**src/rtl/csr_access_unit.sv**
```systemverilog
// CSR access unit: initiator side of the core's CSR register-file port.
// It takes one decoded SYSTEM-class instruction at a time from decode.
// CSR instructions run read -> modify -> write on the CSR file.
// ecall pulses trap entry, and mret redirects the PC to mepc.
// Each request produces exactly one rd-writeback and/or redirect response.
module csr_access_unit #(
  parameter int XLEN   = 32,
  parameter int CSR_AW = 12
) (
  input  logic              clk,
  input  logic              rst,
  // request from decode
  input  logic              in_valid_i,
  output logic              in_ready_o,
  input  logic [1:0]        sys_op_i,
  input  logic [2:0]        funct3_i,
  input  logic [CSR_AW-1:0] csr_index_i,
  input  logic [4:0]        rs1_idx_i,
  input  logic [XLEN-1:0]   rs1_data_i,
  input  logic [4:0]        rd_i,
  input  logic [XLEN-1:0]   pc_i,
  // CSR file port
  output logic [CSR_AW-1:0] csr_index_o,
  output logic              csr_wen_o,
  output logic [XLEN-1:0]   csr_wdata_o,
  input  logic [XLEN-1:0]   csr_rdata_i,
  output logic              is_ecall_o,
  output logic [XLEN-1:0]   pc_o,
  input  logic [XLEN-1:0]   mtvec_i,
  input  logic [XLEN-1:0]   mepc_i,
  // response to writeback / fetch
  output logic              out_valid_o,
  input  logic              out_ready_i,
  output logic              rd_wen_o,
  output logic [4:0]        rd_o,
  output logic [XLEN-1:0]   rd_data_o,
  output logic              redirect_o,
  output logic [XLEN-1:0]   redirect_pc_o,
  output logic              illegal_o
);

  typedef enum logic [2:0] {S_IDLE, S_READ, S_WRITE, S_TRAP, S_RESP} state_t;

  state_t            r_state;
  // latched request fields
  logic [2:0]        r_funct3;
  logic [4:0]        r_rs1_idx;
  logic [XLEN-1:0]   r_rs1_data;
  logic [4:0]        r_rd;
  logic [XLEN-1:0]   r_old;
  // registered outputs
  logic [CSR_AW-1:0] r_csr_index;
  logic              r_csr_wen;
  logic [XLEN-1:0]   r_csr_wdata;
  logic              r_is_ecall;
  logic [XLEN-1:0]   r_pc;
  logic              r_out_valid;
  logic              r_rd_wen;
  logic [4:0]        r_rd_o;
  logic [XLEN-1:0]   r_rd_data;
  logic              r_redirect;
  logic [XLEN-1:0]   r_redirect_pc;
  logic              r_illegal;

  logic [XLEN-1:0]   w_src;
  logic [XLEN-1:0]   w_new;
  logic              w_do_write;

  // Ready only in IDLE, and held low while reset is asserted so every output reads 0.
  assign in_ready_o = (r_state == S_IDLE) && !rst;

  // Modify step: the source operand is rs1 data or zimm, combined with the CSR value read this cycle.
  always_comb begin
    // NOTE: defaults first so every path assigns every signal and no latch is inferred.
    w_src      = r_funct3[2] ? {{(XLEN-5){1'b0}}, r_rs1_idx} : r_rs1_data;
    w_new      = w_src;
    w_do_write = (r_funct3[1:0] == 2'b01) || (r_rs1_idx != 5'd0);
    case (r_funct3[1:0])
      2'b10:   w_new = csr_rdata_i | w_src;
      2'b11:   w_new = csr_rdata_i & ~w_src;
      default: w_new = w_src;
    endcase
  end

  // Sequencer FSM. All outputs are registered and set on entry to the state that drives them.
  always_ff @(posedge clk or posedge rst) begin
    if (rst) begin
      // NOTE: sequential state uses non-blocking assignments so every register samples pre-edge values.
      r_state       <= S_IDLE;
      r_funct3      <= '0;
      r_rs1_idx     <= '0;
      r_rs1_data    <= '0;
      r_rd          <= '0;
      r_old         <= '0;
      r_csr_index   <= '0;
      r_csr_wen     <= 1'b0;
      r_csr_wdata   <= '0;
      r_is_ecall    <= 1'b0;
      r_pc          <= '0;
      r_out_valid   <= 1'b0;
      r_rd_wen      <= 1'b0;
      r_rd_o        <= '0;
      r_rd_data     <= '0;
      r_redirect    <= 1'b0;
      r_redirect_pc <= '0;
      r_illegal     <= 1'b0;
    end else begin
      case (r_state)
        S_IDLE: begin
          if (in_valid_i && in_ready_o) begin
            r_funct3   <= funct3_i;
            r_rs1_idx  <= rs1_idx_i;
            r_rs1_data <= rs1_data_i;
            r_rd       <= rd_i;
            case (sys_op_i)
              2'b00: begin
                if (funct3_i[1:0] != 2'b00) begin
                  r_csr_index <= csr_index_i;
                  r_state     <= S_READ;
                end else begin
                  // funct3 000/100 is not a CSR op: report it without touching the CSR file
                  r_illegal   <= 1'b1;
                  r_out_valid <= 1'b1;
                  r_state     <= S_RESP;
                end
              end
              2'b01: begin
                r_is_ecall <= 1'b1;
                r_pc       <= pc_i;
                r_state    <= S_TRAP;
              end
              2'b10: begin
                r_redirect    <= 1'b1;
                r_redirect_pc <= mepc_i;
                r_out_valid   <= 1'b1;
                r_state       <= S_RESP;
              end
              default: begin
                r_illegal   <= 1'b1;
                r_out_valid <= 1'b1;
                r_state     <= S_RESP;
              end
            endcase
          end
        end
        S_READ: begin
          r_old       <= csr_rdata_i;
          r_csr_wdata <= w_new;
          r_csr_wen   <= w_do_write;
          r_state     <= S_WRITE;
        end
        S_WRITE: begin
          // the write lands at this edge, before the response, so a following access sees it
          r_csr_index <= '0;
          r_csr_wen   <= 1'b0;
          r_csr_wdata <= '0;
          r_out_valid <= 1'b1;
          r_rd_wen    <= (r_rd != 5'd0);
          r_rd_o      <= r_rd;
          r_rd_data   <= r_old;
          r_state     <= S_RESP;
        end
        S_TRAP: begin
          // the CSR file captures mepc/mcause at this same edge
          r_is_ecall    <= 1'b0;
          r_pc          <= '0;
          r_redirect    <= 1'b1;
          r_redirect_pc <= mtvec_i;
          r_out_valid   <= 1'b1;
          r_state       <= S_RESP;
        end
        S_RESP: begin
          if (out_ready_i) begin
            r_out_valid   <= 1'b0;
            r_rd_wen      <= 1'b0;
            r_rd_o        <= '0;
            r_rd_data     <= '0;
            r_redirect    <= 1'b0;
            r_redirect_pc <= '0;
            r_illegal     <= 1'b0;
            r_state       <= S_IDLE;
          end
        end
        default: r_state <= S_IDLE;
      endcase
    end
  end

  assign csr_index_o   = r_csr_index;
  assign csr_wen_o     = r_csr_wen;
  assign csr_wdata_o   = r_csr_wdata;
  assign is_ecall_o    = r_is_ecall;
  assign pc_o          = r_pc;
  assign out_valid_o   = r_out_valid;
  assign rd_wen_o      = r_rd_wen;
  assign rd_o          = r_rd_o;
  assign rd_data_o     = r_rd_data;
  assign redirect_o    = r_redirect;
  assign redirect_pc_o = r_redirect_pc;
  assign illegal_o     = r_illegal;

endmodule

```
**config.mk**
```make
export PLATFORM = sky130hd
export DESIGN_NAME = csr_access_unit
export DESIGN_NICKNAME = d
export VERILOG_FILES = /design/src/rtl/csr_access_unit.sv
export SDC_FILE = /design/constraint.sdc
export NUM_CORES = 1
export LEC_CHECK = 0
export CORE_ASPECT_RATIO = 1.2
export CORE_MARGIN = 2
export CORE_UTILIZATION = 49
export CTS_CLUSTER_DIAMETER = 150
export DETAILED_ROUTE_END_ITERATION = 8
export PLACE_DENSITY = 0.84
export SYNTH_ARGS = -nofsm -noshare
export SYNTH_HDL_FRONTEND = slang
export SYNTH_SLANG_ARGS = --single-unit
```
**constraint.sdc**
```tcl
create_clock -name clk -period 19.15 [get_ports clk]
set_input_delay 4.7875 -clock clk [delete_from_list [all_inputs] [get_ports clk]]
set_output_delay 4.7875 -clock clk [all_outputs]
set_load 0.02 [all_outputs]
```
# Word-level counts from Yosys, hierarchy flattened
# Cells that the tools add are included.
[word_totals]
reg_bits = 231
inputBits = 191
output_inout_bits = 152
elab_cells = 103
[classes]
n_eq_ne = 18
mux = 38
n_bitwise = 3
reduce_logical = 26
[ops]
columns = ["op", "n"]
rows = [
  ["$pmux W32 S2", 4],
  ["$mux W32", 6],
  ["$pmux W32 S3", 1],
  ["$mux W12", 3],
  ["$and A32 B32 Y32", 1],
  ["$not A32 Y32", 1],
  ["$or A32 B32 Y32", 1],
  ["$pmux W12 S2", 1],
  ["$pmux W1 S2", 6],
  ["$pmux W3 S4", 1],
  ["$reduce_bool A2 Y1", 6],
  ["$ne A2 B1 Y1 const B", 5],
  ["$pmux W5 S2", 1],
  ["$reduce_and A5 Y1", 2],
  ["$reduce_bool A5 Y1", 2],
  ["$mux W3", 3],
  ["$mux W1", 8],
  ["$reduce_and A4 Y1", 2],
  ["$eq A2 B2 Y1 const B", 3],
  ["$eq A3 B2 Y1 const B", 2],
  ["$ne A2 B2 Y1 const B", 3],
  ["$pmux W1 S3", 2],
  ["$pmux W3 S2", 1],
  ["$reduce_and A2 Y1", 3],
  ["13 further kinds", 17],
]

# Logic depth before layout (Yosys ltp)
[logic_depth]
word_depth = 5
ltp_mapped = 7

# Least setup slack after synthesis
# No wires, ideal clock.
[synth_timing]
path_kind = "input to output"
start = "input rst"
end = "output in_ready_o"
arrival_ps = 5080
t_required_ps = 14362
slack_ps = 9282
stages = 1
n_path_buf = 0
cell_sequence = "nor2_1"
[synth_via]
elab_chain_len = 2
[synth_rtl]
columns = ["item", "line", "source"]
rows = [
  ["start, declared", "11", "input logic rst,"],
  ["$logic_not A1 Y1 (no line)", "n/a", ""],
  ["$logic_and A1 B1 Y1", "70", "assign in_ready_o = (r_state == S_IDLE) && !rst;"],
  ["end, declared", "14", "output logic in_ready_o,"],
]
# No other way between the ends.

# Worst setup path in the final report
# Ends and elaborated chain as after synthesis.

==> metrics.md <==
| Metric | Value |
|---|---|
| Register area share after synthesis | `57.8%` |
| Die ar. | `0.0216 sq mm` |
| Pin count of the biggest net entering global routing | `89` |
| CP dominant cell by count | `clkdlybuf4s50_1` |
| Worst R2R End | `csr_wdata_o[6]` |
| TritonCTS clock tree | `yes` |
| Minimum clock period | `10870 ps` |
| Die span in y | `161 um` |
| Global-route wire length before repair | `46400 um` |
| Antenna Violating Nets Remaining | `0` |
| HPWL after detailed placement | `19500 um` |
| Pwr per Cell Area | `163 mW/mm^2` |
| CP Buf/Inv Count | `2` |
| Remaining DRCs | `0` |
| WL/cell | `21.1 um` |
| Vias per inst | `5.67` |
| First-pass detailed-route iteration total | `4` |
| Synth Cell Area | `0.0100 sq mm` |
| EDFF count, synth | `0` |
| Asr flop ratio synth | `100%` |
| Total power | `2.33 mW` |
| Area delta synth->final | `43.1%` |
| Starting Density | `49.7%` |
| Num rows | `57` |
| Worst Tran Pin Value | `1300 ps` |
| Fin Setup TNS | `0 ps` |
| Core box area | `0.0201 sq mm` |
| Final hold violation count | `0` |
| Setup crit end kind | `output port` |
| Synth top cells by count | `231 x dfrtp_1, 102 x a22o_1, 53 x mux2_1` |
| Ys Warns | `0` |
| F_max | `92.0 MHz` |
| CTS Buffer Depth | `3` |
| WP data arrival | `6090 ps` |
| Yosys reg bits | `231` |
| Max Clock Skew | `15.2 ps` |
| WL final | `29400 um` |
| Max cap viols | `0` |
| Buffers added on ports | `342` |
| Hold path depth | `2` |
| Top cells by area, synth | `dfrtp_1 58%, a22o_1 8.9%, mux2_1 6.0%` |
| Die width | `134 um` |
| Clk root buf | `clkbuf_16` |
| Vias in the first global route | `8329` |
| Critical-path cell list | `clkdlybuf4s50_1, nor2_1, clkdlybuf4s50_1` |
| Fin. max-slew vios | `0` |
| Clock-pin transition on the worst setup and hold timing paths | `60 ps` |
| VDD IR max | `0.0993 mV` |
| Crit path kind | `in2out` |
| CP Launch Type | `primary input` |
| GRT Util Overall | `27.2%` |
| Critical Path RT | `14360 ps` |
| Synth area leader | `dfrtp_1` |
| CTS H-tree depth | `1` |
| CP max stage delay | `610 ps` |
| Fin nets | `1310` |
| Post-cts resize count | `0` |
| Grt ovf | `0` |
| Top-count cell post-synth | `dfrtp_1` |
| Hold EP | `rd_wen_o` |
| Cts bufs inserted | `23` |
| Via count | `7923` |
| Worst-Skew Late Latency | `510 ps` |
| Worst reg2reg path startpoint | `r_state[1]` |
| Fraction of layout cells with a size suffix above 1 | `11.0%` |
| RSZ-0062 raised after global routing | `false` |
| Avg Cell Area, Syn | `12.4 sq um` |
| Status | `completed` |
| Slowest CP cell | `clkdlybuf4s50_1` |
| Hold-fix buffers, CTS | `0` |
| Worst slew margin | `13.0%` |
| Initial antenna violation count | `2` |
| Iteration-0 DRC Markers | `464` |
| Period utilization | `56.8%` |
| Placer Congestion | `0.829` |
| Min-delay src | `rd_wen_o` |
| Post-synthesis instance total | `804` |
| Synthesized net count | `998` |
| Worst min path class | `reg2reg` |
| Top FF cell, synth | `dfrtp_1` |
| Sink Count | `231` |
| Synth cell types | `40` |
| Crit-path max FO | `4` |
| # setup viols final | `0` |
| Yosys top cell area share | `57.8%` |
| # IOs | `343` |
| Leakage | `6.32 nW` |
| Flop2flop setup slack | `16270 ps` |
| Reg2reg path depth | `6` |
| Post-CTS Setup Bufs | `0` |
| Delay-heaviest family, CP | `buffers and inverters` |
routing by layer:
layer	vias up	wire length, um	track usage (%)
met5	-	13	0
met4	2	1150	10.8
met3	81	1820	5.02
met2	294	14800	46.2
met1	3976	11600	34.5
li1	3570	-	-
where the power goes:
part	switching (mW)	leakage, nW	internal, mW
clock	0.187	0.388	0.262
sequential	0.136	2.92	0.700
combinational	0.531	3.01	0.514
placed cells by master (no fill, tap or decap), types with 2 or more instances in the layout:
master	netlist	routed
o31ai_1	28	28
nor2_2	2	4
clkbuf_8	0	11
o21ai_1	14	14
inv_1	33	32
nor2_1	42	39
mux2i_1	5	5
mux2_4	29	29
buf_4	4	13
ha_1	3	3
o21ai_0	11	11
nor2b_1	3	2
dfrtp_1	231	230
nand3_1	6	6
o211ai_1	27	27
nand2_1	32	32
a21oi_1	36	36
nand2b_1	2	2
mux2_2	27	27
clkdlybuf4s50_1	0	342
clkinv_2	0	5
mux2_1	53	53
clkbuf_16	0	23
a22o_1	102	102
o22ai_1	32	32
nand3b_1	2	2
layout make-up:
class | instances | area (sq um)
Fill cell | 1403 | 5800
Sequential cell | 231 | 5780
Multi-Input combinational cell | 472 | 3780
Timing Repair Buffer | 355 | 3520
Clock buffer | 35 | 731
Tap cell | 265 | 332
Inverter | 33 | 131
Clock inverter | 6 | 33.8
Antenna cell | 1 | 2.50
worst max-delay path by stage:
stage | start | to | slack [ps] | cells after the start
floorplan | rst | csr_index_o[0] | 8030 | 1
detailed placement | rst | in_ready_o | 8270 | 3
CTS | rst | in_ready_o | 8270 | 3
finish | rst | in_ready_o | 8280 | 3
global placement | rst | in_ready_o | 8280 | 3
global route | rst | in_ready_o | 8220 | 3
stage by stage:
step	setup WS [ps]	utilization, %	cell area (sq um)	std cells	hold slack [ps]
floorplan	8030	-	10000	804	459
global placement	8280	67.4	13500	1356	464
detailed placement	8270	67.4	13500	1356	473
CTS	8270	71.2	14300	1397	490
global route	8220	71.2	14300	1398	502
finish	8280	71.2	14300	1398	490
worst reg2reg max path, stage by stage, from the launching register on:
cell,delay (ps)
dfrtp_1,350
buf_4,430
nor3b_4,670
buf_4,450
nor2_2,250
buf_4,330
a22o_1,270
sequential cells by signal (all words and copies together), names as in the netlist:
register / flops
rd_o: 5
r_rs1_idx: 5
is_ecall_o: 1
redirect_o: 1
r_funct3: 3
rd_wen_o: 1
out_valid_o: 1
r_old: 32
r_rs1_data: 32
illegal_o: 1
r_rd: 5
pc_o: 32
csr_wdata_o: 32
r_state: 3
csr_wen_o: 1
rd_data_o: 32
redirect_pc_o: 32
csr_index_o: 12
cells by family after synthesis:
group	after synthesis	synth area share, %
DFF	231	57.8
adders and majority gates	3	0.375
AOI/OAI and AO/OA	256	18.6
and+or+nand+nor	99	4.65
buffers and inverters	101	4.75
muxes	114	13.9
Note: power is estimated with default switching activity, not from simulation.
